`config.mk`:
```
export PLATFORM = sky130hd
export DESIGN_NAME = bcd_cascade_counter
export DESIGN_NICKNAME = d
export VERILOG_FILES = /design/src/rtl/bcd_cascade_counter_pkg.sv /design/src/rtl/bcd_digit.sv /design/src/rtl/bcd_cascade_counter.sv
export SDC_FILE = /design/constraint.sdc
export NUM_CORES = 1
export LEC_CHECK = 0
export CORE_MARGIN = 2
export CORE_UTILIZATION = 47
export CTS_CLUSTER_DIAMETER = 30
export DETAILED_ROUTE_END_ITERATION = 16
export PLACE_DENSITY = 0.85
export SLEW_MARGIN = 20
export SYNTH_ARGS = -nofsm -noshare
export SYNTH_HDL_FRONTEND = slang
export SYNTH_HIERARCHICAL = 1
export SYNTH_SLANG_ARGS = --single-unit
```
`constraint.sdc`:
```
create_clock -name clk -period 3.25 [get_ports clk]
set_input_delay 0.325 -clock clk [delete_from_list [all_inputs] [get_ports clk]]
set_output_delay 0.325 -clock clk [all_outputs]
set_load 0.02 [all_outputs]
```
`src/rtl/bcd_cascade_counter_pkg.sv`:
```
// Shared definitions for the cascaded BCD/radix counter: digit width and per-digit arithmetic.
package bcd_cascade_counter_pkg;

    localparam int DIGIT_W = 4;

    function automatic logic [DIGIT_W-1:0] sat_digit(input logic [DIGIT_W-1:0] d, input int mod);
        return (int'(d) >= mod) ? DIGIT_W'(mod - 1) : d;
    endfunction

    function automatic logic [DIGIT_W-1:0] step_digit(input logic [DIGIT_W-1:0] d,
                                                      input logic up, input int mod);
        if (up)
            return (d == DIGIT_W'(mod - 1)) ? '0 : d + DIGIT_W'(1);
        else
            return (d == '0) ? DIGIT_W'(mod - 1) : d - DIGIT_W'(1);
    endfunction

endpackage

```
`src/rtl/bcd_digit.sv`:
```
// One radix-MOD digit with load clamping and up/down step; digit_nxt lets the parent
// register flags that agree with the digit value in the same cycle.
module bcd_digit
    import bcd_cascade_counter_pkg::*;
#(
    parameter int MOD = 10
) (
    input  logic               clk,
    input  logic               rst,
    input  logic               step,
    input  logic               up,
    input  logic               load,
    input  logic [DIGIT_W-1:0] load_digit,
    output logic [DIGIT_W-1:0] digit,
    output logic [DIGIT_W-1:0] digit_nxt,
    output logic               at_max,
    output logic               at_zero
);

    logic [DIGIT_W-1:0] digit_q, digit_d;

    always_comb begin
        digit_d = digit_q;
        if (load)
            digit_d = sat_digit(load_digit, MOD);
        else if (step)
            digit_d = step_digit(digit_q, up, MOD);
    end

    always_ff @(posedge clk) begin
        if (rst)
            digit_q <= '0;
        else
            digit_q <= digit_d;
    end

    assign digit     = digit_q;
    assign digit_nxt = digit_d;
    assign at_max    = (digit_q == DIGIT_W'(MOD - 1));
    assign at_zero   = (digit_q == '0);

endmodule

```
`src/rtl/bcd_cascade_counter.sv`:
```
// DIGITS cascaded radix-MOD digits with up/down count, parallel load and registered
// carry-out, borrow-out and whole-counter wrap flags.
module bcd_cascade_counter
    import bcd_cascade_counter_pkg::*;
#(
    parameter int DIGITS = 2,
    parameter int MOD    = 10
) (
    input  logic                      clk,
    input  logic                      rst,
    input  logic                      en,
    input  logic                      up,
    input  logic                      load,
    input  logic [DIGIT_W*DIGITS-1:0] load_val,
    output logic [DIGIT_W*DIGITS-1:0] count,
    output logic                      co,
    output logic                      bo,
    output logic                      wrap
);

    logic [DIGITS-1:0] at_max, at_zero, step;
    logic [DIGITS-1:0] nxt_max, nxt_zero;
    logic              run;
    logic              co_q, bo_q, wrap_q;
    logic              co_d, bo_d, wrap_d;

    // Carry/borrow enable: a digit steps only when every lower digit is at its turning point.
    always_comb begin
        run  = en;
        step = '0;
        for (int i = 0; i < DIGITS; i++) begin
            step[i] = run;
            run     = run & (up ? at_max[i] : at_zero[i]);
        end
    end

    for (genvar g = 0; g < DIGITS; g++) begin : g_digit
        logic [DIGIT_W-1:0] nxt;

        bcd_digit #(.MOD(MOD)) u_digit (
            .clk        (clk),
            .rst        (rst),
            .step       (step[g]),
            .up         (up),
            .load       (load),
            .load_digit (load_val[g*DIGIT_W +: DIGIT_W]),
            .digit      (count[g*DIGIT_W +: DIGIT_W]),
            .digit_nxt  (nxt),
            .at_max     (at_max[g]),
            .at_zero    (at_zero[g])
        );

        assign nxt_max[g]  = (nxt == DIGIT_W'(MOD - 1));
        assign nxt_zero[g] = (nxt == '0);
    end

    always_comb begin
        co_d   = &nxt_max;
        bo_d   = &nxt_zero;
        wrap_d = run & ~load;
    end

    always_ff @(posedge clk) begin
        if (rst) begin
            co_q   <= 1'b0;
            bo_q   <= 1'b1;
            wrap_q <= 1'b0;
        end else begin
            co_q   <= co_d;
            bo_q   <= bo_d;
            wrap_q <= wrap_d;
        end
    end

    assign co   = co_q;
    assign bo   = bo_q;
    assign wrap = wrap_q;

endmodule

```
==> run summary, run 1 <==
max-cap viol count = 0
Seq pwr share = 0.431
area of the multi-input gates = 596 um2
vias in the first global route = 773
Post-Route Setup TNS = 0 ns
Avg WL per Cell = 13.7 um
GR Overflow Total = 0
clock share of power = 0.251
Placer Congestion = 0.882
critical path's largest stage delay = 0.57 ns
worst slew pin tran = 0.466 ns
Final Hold Violating Endpoints = 0
placed instance area = 1110 um2
share of layout cells above drive strength 1 = 0.102
post-synthesis sequential area ratio = 0.249
met1 Track Usage GR = 0.274
RR Startpoint = g_digit[0].u_digit/digit[0]
# Post-CTS Setup Buffers = 0
post-cts sizing count = 0
Nets = 142
P_int = 0.254 mW
Via Count = 891
Worst setup EP type = register
met2 Usage GRT = 0.311
Mean Syn Cell Area = 8.28 um2
post-route setup slack = 0.481 ns
Cell Area, Synth = 886 um2
crit share post-route = 0.852
Comb power frac = 0.318
CP arrival = 2.97 ns
syn nets = 120
switching share of total power = 0.334
Die Y = 47.4 um
drt drc = 0
critical path launch point type = register
boundary pin count = 24
Std-Cell Rows = 15
Worst Reg-to-Reg Cells = 9
status = completed
Clock Path Buffers = 2
Cells after Synth = 107
clock slew at reported path FFs = 0.07 ns
ANT cells = 0
root buffer cell = clkbuf_4
Synth Register Bits = 11
CTS tree = built
initial core utilization = 0.508
number of buffers created by CTS = 3
Die ar. = 2250 um2
finished layout cell area = 1130 um2
fmax = 361 MHz
path type of the worst setup path = reg2reg
WHS Path Cells = 2
unrepaired setup endpoints after global routing = false
Most Used Layer, Global Route = met2
H-tree depth = 1
Worst Skew = 0.00463 ns
largest net degree at the start of global routing = 18
Post-CTS Hold Fix Bufs = 0
commonest non-fill, non-tap cell in the layout = clkdlybuf4s50_1
initial antenna violation count = 0
final setup violating endpoints = 0
reg2reg setup slack = 0.48 ns
fill count = 153
first-pass GRT wire length = 3320 um
CP cell instances = nor4bb_1 > mux2i_1 > nor2b_1 > inv_1 > o21ai_0 > nor3b_1 > a21oi_1 > or4_4 > nor3_2
P&R area growth vs syn = 28.0%
Detailed Route Iter0 Violations = 24
pwr dens = 337 nW/um2
buffers added on ports = 23
Clk Latency, worst-skew pair = 0.27 ns
most frequent cells in the layout = 23 x clkdlybuf4s50_1, 11 x dfxtp_1, 8 x o21ai_0
Total GRT Usage = 0.208
Chip Width = 47.4 um
Worst path slowest cell = dfxtp_1
via-per-instance ratio = 5.82
CTS Sinks = 11
hold_sp = g_digit[0].u_digit/digit[2]
min Tclk post-route = 2.77 ns
Final Max Slew Viols = 0
core area = 1750 um2
Slew headroom = 0.688
routing usage on met3 = 0.0302
yosys warns = 6
Psw = 0.128 mW
Cell variety after synth = 35
pre-CTS WS = 0.507 ns
worst hold endpoint = g_digit[0].u_digit/digit[2]
Detail Route Antenna Nets = 0
crit path max fanout = 11
Max IR drop VDD = 189 uV
drt total wl = 2100 um
Req. time, crit path = 3.45 ns
register area = 220 um2
worst hold slack = 0.678 ns
RR Endpoint = co
post-layout util = 0.649
Lkg Pwr = 0.386 nW
HP Class = reg2reg
First-pass DRT Iterations = 4
HPWL Detailed = 1590 um
routing by layer:
| layer | wire length [um] | up-vias |
|---|---|---|
| li1 | - | 439 |
| met5 | 0 | - |
| met4 | 63 | 0 |
| met1 | 1000 | 415 |
| met2 | 964 | 29 |
| met3 | 74 | 8 |
synthesized netlist by cell type (all sizes together):
| cell | n | area [um2] |
|---|---|---|
| nand3b | 2 | 15.0 |
| a21oi | 4 | 20.0 |
| clkbuf | 2 | 7.51 |
| nor3b | 2 | 15.0 |
| dfxtp | 11 | 220 |
| o21ai | 8 | 40.0 |
| o21bai | 1 | 7.51 |
| nor2 | 3 | 11.3 |
| mux2i | 4 | 40.0 |
| nand2b | 4 | 25.0 |
| nor2b | 7 | 43.8 |
| a21o | 2 | 15.0 |
| or3 | 2 | 12.5 |
| nand3 | 6 | 30.0 |
| a31oi | 2 | 12.5 |
| and3 | 2 | 12.5 |
| inv | 4 | 15.0 |
| xor2 | 2 | 17.5 |
| nor4bb | 3 | 30.0 |
| o21a | 2 | 15.0 |
| or4 | 2 | 18.8 |
| nand4 | 1 | 6.26 |
| o311a | 2 | 20.0 |
| xnor2 | 4 | 35.0 |
| nand2 | 2 | 7.51 |
| a2111oi | 2 | 30.0 |
| nor3 | 7 | 50.1 |
| buf | 6 | 47.5 |
| a211oi | 4 | 40.0 |
| nor4 | 4 | 25.0 |
power groups by stage:
stage	Combinational (mW)	Clock [mW]	Sequential, mW
after floorplan	0.0815	0	0.160
after global placement	0.118	0	0.166
after detailed placement	0.121	0	0.167
after CTS	0.121	0.0985	0.164
after global routing	0.133	0.102	0.166
final	0.121	0.0958	0.165
layout make-up:
type,instances,area share
multi-input cells,84,0.525
repair buffers,25,0.216
flip-flops and latches,11,0.194
well taps,25,0.0276
clock buffers,4,0.0232
inverters,4,0.0132
kinds of logic after synthesis:
group	after synthesis	synth area share
simple gates	47	0.342
compound gates	27	0.226
buf+inv	12	0.0791
flops	11	0.249
xor+xnor	6	0.0593
mux	4	0.0452
worst max path at each step:
stage	cells after the start	slack, ns	end	start
finish	9	0.48	co	g_digit[0].u_digit/digit[0]
global route	9	0.1	bo	g_digit[0].u_digit/digit[0]
CTS	9	0.49	co	g_digit[0].u_digit/digit[0]
detailed placement	9	0.51	co	g_digit[0].u_digit/digit[0]
global placement	8	0.62	bo	en
floorplan	10	0.71	co	g_digit[0].u_digit/digit[0]
flip-flops by register name, summed over array words and instances, names as in the netlist:
name	count
bo	1
co	1
wrap	1
g_digit.u_digit/digit	8
critical path, delay by kind of cell, from the launching register on:
kind	cells	cell delay, ns
and+or+nand+nor	5	1.63
DFF	1	0.57
AOI/OAI and AO/OA	2	0.22
muxes	1	0.14
buffers and inverters	1	0.11
stage by stage:
stage,power [mW],cells
after floorplan,0.242,107
after global placement,0.284,149
after detailed placement,0.288,149
after CTS,0.384,153
after global routing,0.401,153
final,0.382,153
No activity file was read; power rests on OpenSTA's default activity.
==> inputs of run 2 (changes only) <==
- CELL_PAD_IN_SITES_DETAIL_PLACEMENT: unset -> 1
- CELL_PAD_IN_SITES_GLOBAL_PLACEMENT: unset -> 1
- CORE_UTILIZATION: 47 -> 34
==> run summary, run 2 (same netlist as run 1, synthesis figures left out) <==
min Tclk post-route = 2.87 ns
RR Startpoint = g_digit[0].u_digit/digit[0]
crit path max fanout = 11
max reg flops = 8
buffers added on ports = 23
Final Hold Violating Endpoints = 0
Final Max Slew Viols = 0
HP Class = reg2reg
P&R area growth vs syn = 28.8%
Detail Route Antenna Nets = 0
critical path's largest stage delay = 0.59 ns
post-route insts no fill = 158
number of buffers created by CTS = 3
worst slew pin tran = 0.487 ns
fill count = 315
Detailed Route Iter0 Violations = 4
CTS tree = built
Seq pwr share = 0.427
Die Y = 55.0 um
placed instance area = 1110 um2
metal2 WL = 1350 um
Lkg Pwr = 0.389 nW
post-layout util = 0.461
CTS Sinks = 11
P_int = 0.252 mW
final setup violating endpoints = 0
Chip Width = 55.0 um
Clk Latency, worst-skew pair = 0.27 ns
commonest non-fill, non-tap cell in the layout = clkdlybuf4s50_1
origin of the worst setup path = g_digit[0].u_digit/digit[0]
Placer Congestion = 0.779
Clock Path Buffers = 2
initial antenna violation count = 0
core area = 2480 um2
WHS Path Cells = 2
Slew headroom = 0.674
Die ar. = 3030 um2
Req. time, crit path = 3.44 ns
CP Depth = 9
reg2reg setup slack = 0.38 ns
CP Buf/Inv Count = 1
crit share post-route = 0.883
ANT cells = 0
Std-Cell Rows = 18
vias in the first global route = 926
Max IR drop VDD = 224 uV
# Post-CTS Setup Buffers = 0
Psw = 0.135 mW
critical path launch point type = register
Met1 Wirelength = 1180 um
clock share of power = 0.248
boundary pin count = 24
CP cell instances = nor4bb_1 > mux2i_1 > nor2b_1 > inv_1 > o21ai_0 > nor3b_1 > a21oi_1 > or4_4 > nor3_2
register area = 220 um2
post-cts sizing count = 0
HPWL Detailed = 1980 um
RR Endpoint = co
GR Overflow Total = 0
unrepaired setup endpoints after global routing = false
Comb power frac = 0.325
Worst Skew = 0.00691 ns
most frequent cells in the layout = 23 x clkdlybuf4s50_1, 11 x dfxtp_1, 8 x o21ai_0
Worst path slowest cell = dfxtp_1
switching share of total power = 0.349
fmax = 348 MHz
status = completed
root buffer cell = clkbuf_4
max-cap viol count = 0
initial core utilization = 0.358
Total GRT Usage = 0.205
placed cells = 154
CP top delay family = simple AND/OR/NAND/NOR gates
Nets = 142
drt total wl = 2630 um
overall power = 0.387 mW
Post-Route Setup TNS = 0 ns
First-pass DRT Iterations = 3
Top Metal Used = met4
CP arrival = 3.06 ns
H-tree depth = 1
area of the multi-input gates = 596 um2
via-per-instance ratio = 5.66
first-pass GRT wire length = 4410 um
Worst setup EP type = register
end of the critical path = co
Post-CTS Hold Fix Bufs = 0
path type of the worst setup path = reg2reg
metal3 WL = 66 um
share of layout cells above drive strength 1 = 0.109
finished layout cell area = 1140 um2
largest net degree at the start of global routing = 14
clock slew at reported path FFs = 0.08 ns
Avg WL per Cell = 16.7 um
drt drc = 0
pwr dens = 339 nW/um2
Worst Reg-to-Reg Cells = 9
Via Count = 894
==> run 2: changes by cell type in the layout (fill, tap and decap cells not counted) <==
cell | before | now
clkbuf_1 | 1 | 0
clkinv_2 | 0 | 1
==> run 2: worst min path at each step <==
| stage | start | to | slack (ns) |
|---|---|---|---|
| after floorplan | rst | g_digit[0].u_digit/digit[1] | 0.39 |
| after global placement | g_digit[1].u_digit/digit[2] | g_digit[1].u_digit/digit[2] | 0.65 |
| after detailed placement | g_digit[1].u_digit/digit[2] | g_digit[1].u_digit/digit[2] | 0.67 |
| after CTS | g_digit[1].u_digit/digit[2] | g_digit[1].u_digit/digit[2] | 0.68 |
| after global routing | load_val[5] | g_digit[1].u_digit/digit[1] | 0.71 |
| final | g_digit[1].u_digit/digit[2] | g_digit[1].u_digit/digit[2] | 0.69 |
==> run 2: final cells by class <==
type,count,area share
clock inverter,1,0.00439
tap,30,0.0329
timing repair buffer,25,0.215
multi-input combinational,84,0.522
clock buffer,3,0.0197
inverter,4,0.0132
sequential,11,0.193
==> run 2: power groups by stage <==
stage	sequential, mW	clock, mW	combinational, mW
finish	0.165	0.0960	0.126
global route	0.168	0.107	0.138
CTS	0.165	0.0984	0.125
detailed placement	0.168	0	0.124
global placement	0.166	0	0.120
floorplan	0.160	0	0.0815
==> run 2: metrics by stage <==
stage | setup WS, ns | hold slack (ns)
floorplan | 0.708 | 0.390
global placement | 0.576 | 0.651
detailed placement | 0.397 | 0.669
CTS | 0.369 | 0.684
global route | 0.0881 | 0.708
finish | 0.379 | 0.694
==> run 2: layer usage <==
layer / track usage / up-vias
met5: 0 / -
met4: 0.0813 / 0
met3: 0.0269 / 2
met2: 0.353 / 12
met1: 0.256 / 439
li1: - / 441
==> run 2: worst reg2reg max path: stages, from the launching register on <==
cell,delay [ns]
dfxtp_1,0.59
nor4bb_1,0.33
mux2i_1,0.14
nor2b_1,0.32
inv_1,0.12
o21ai_0,0.19
nor3b_1,0.32
a21oi_1,0.08
or4_4,0.53
nor3_2,0.18
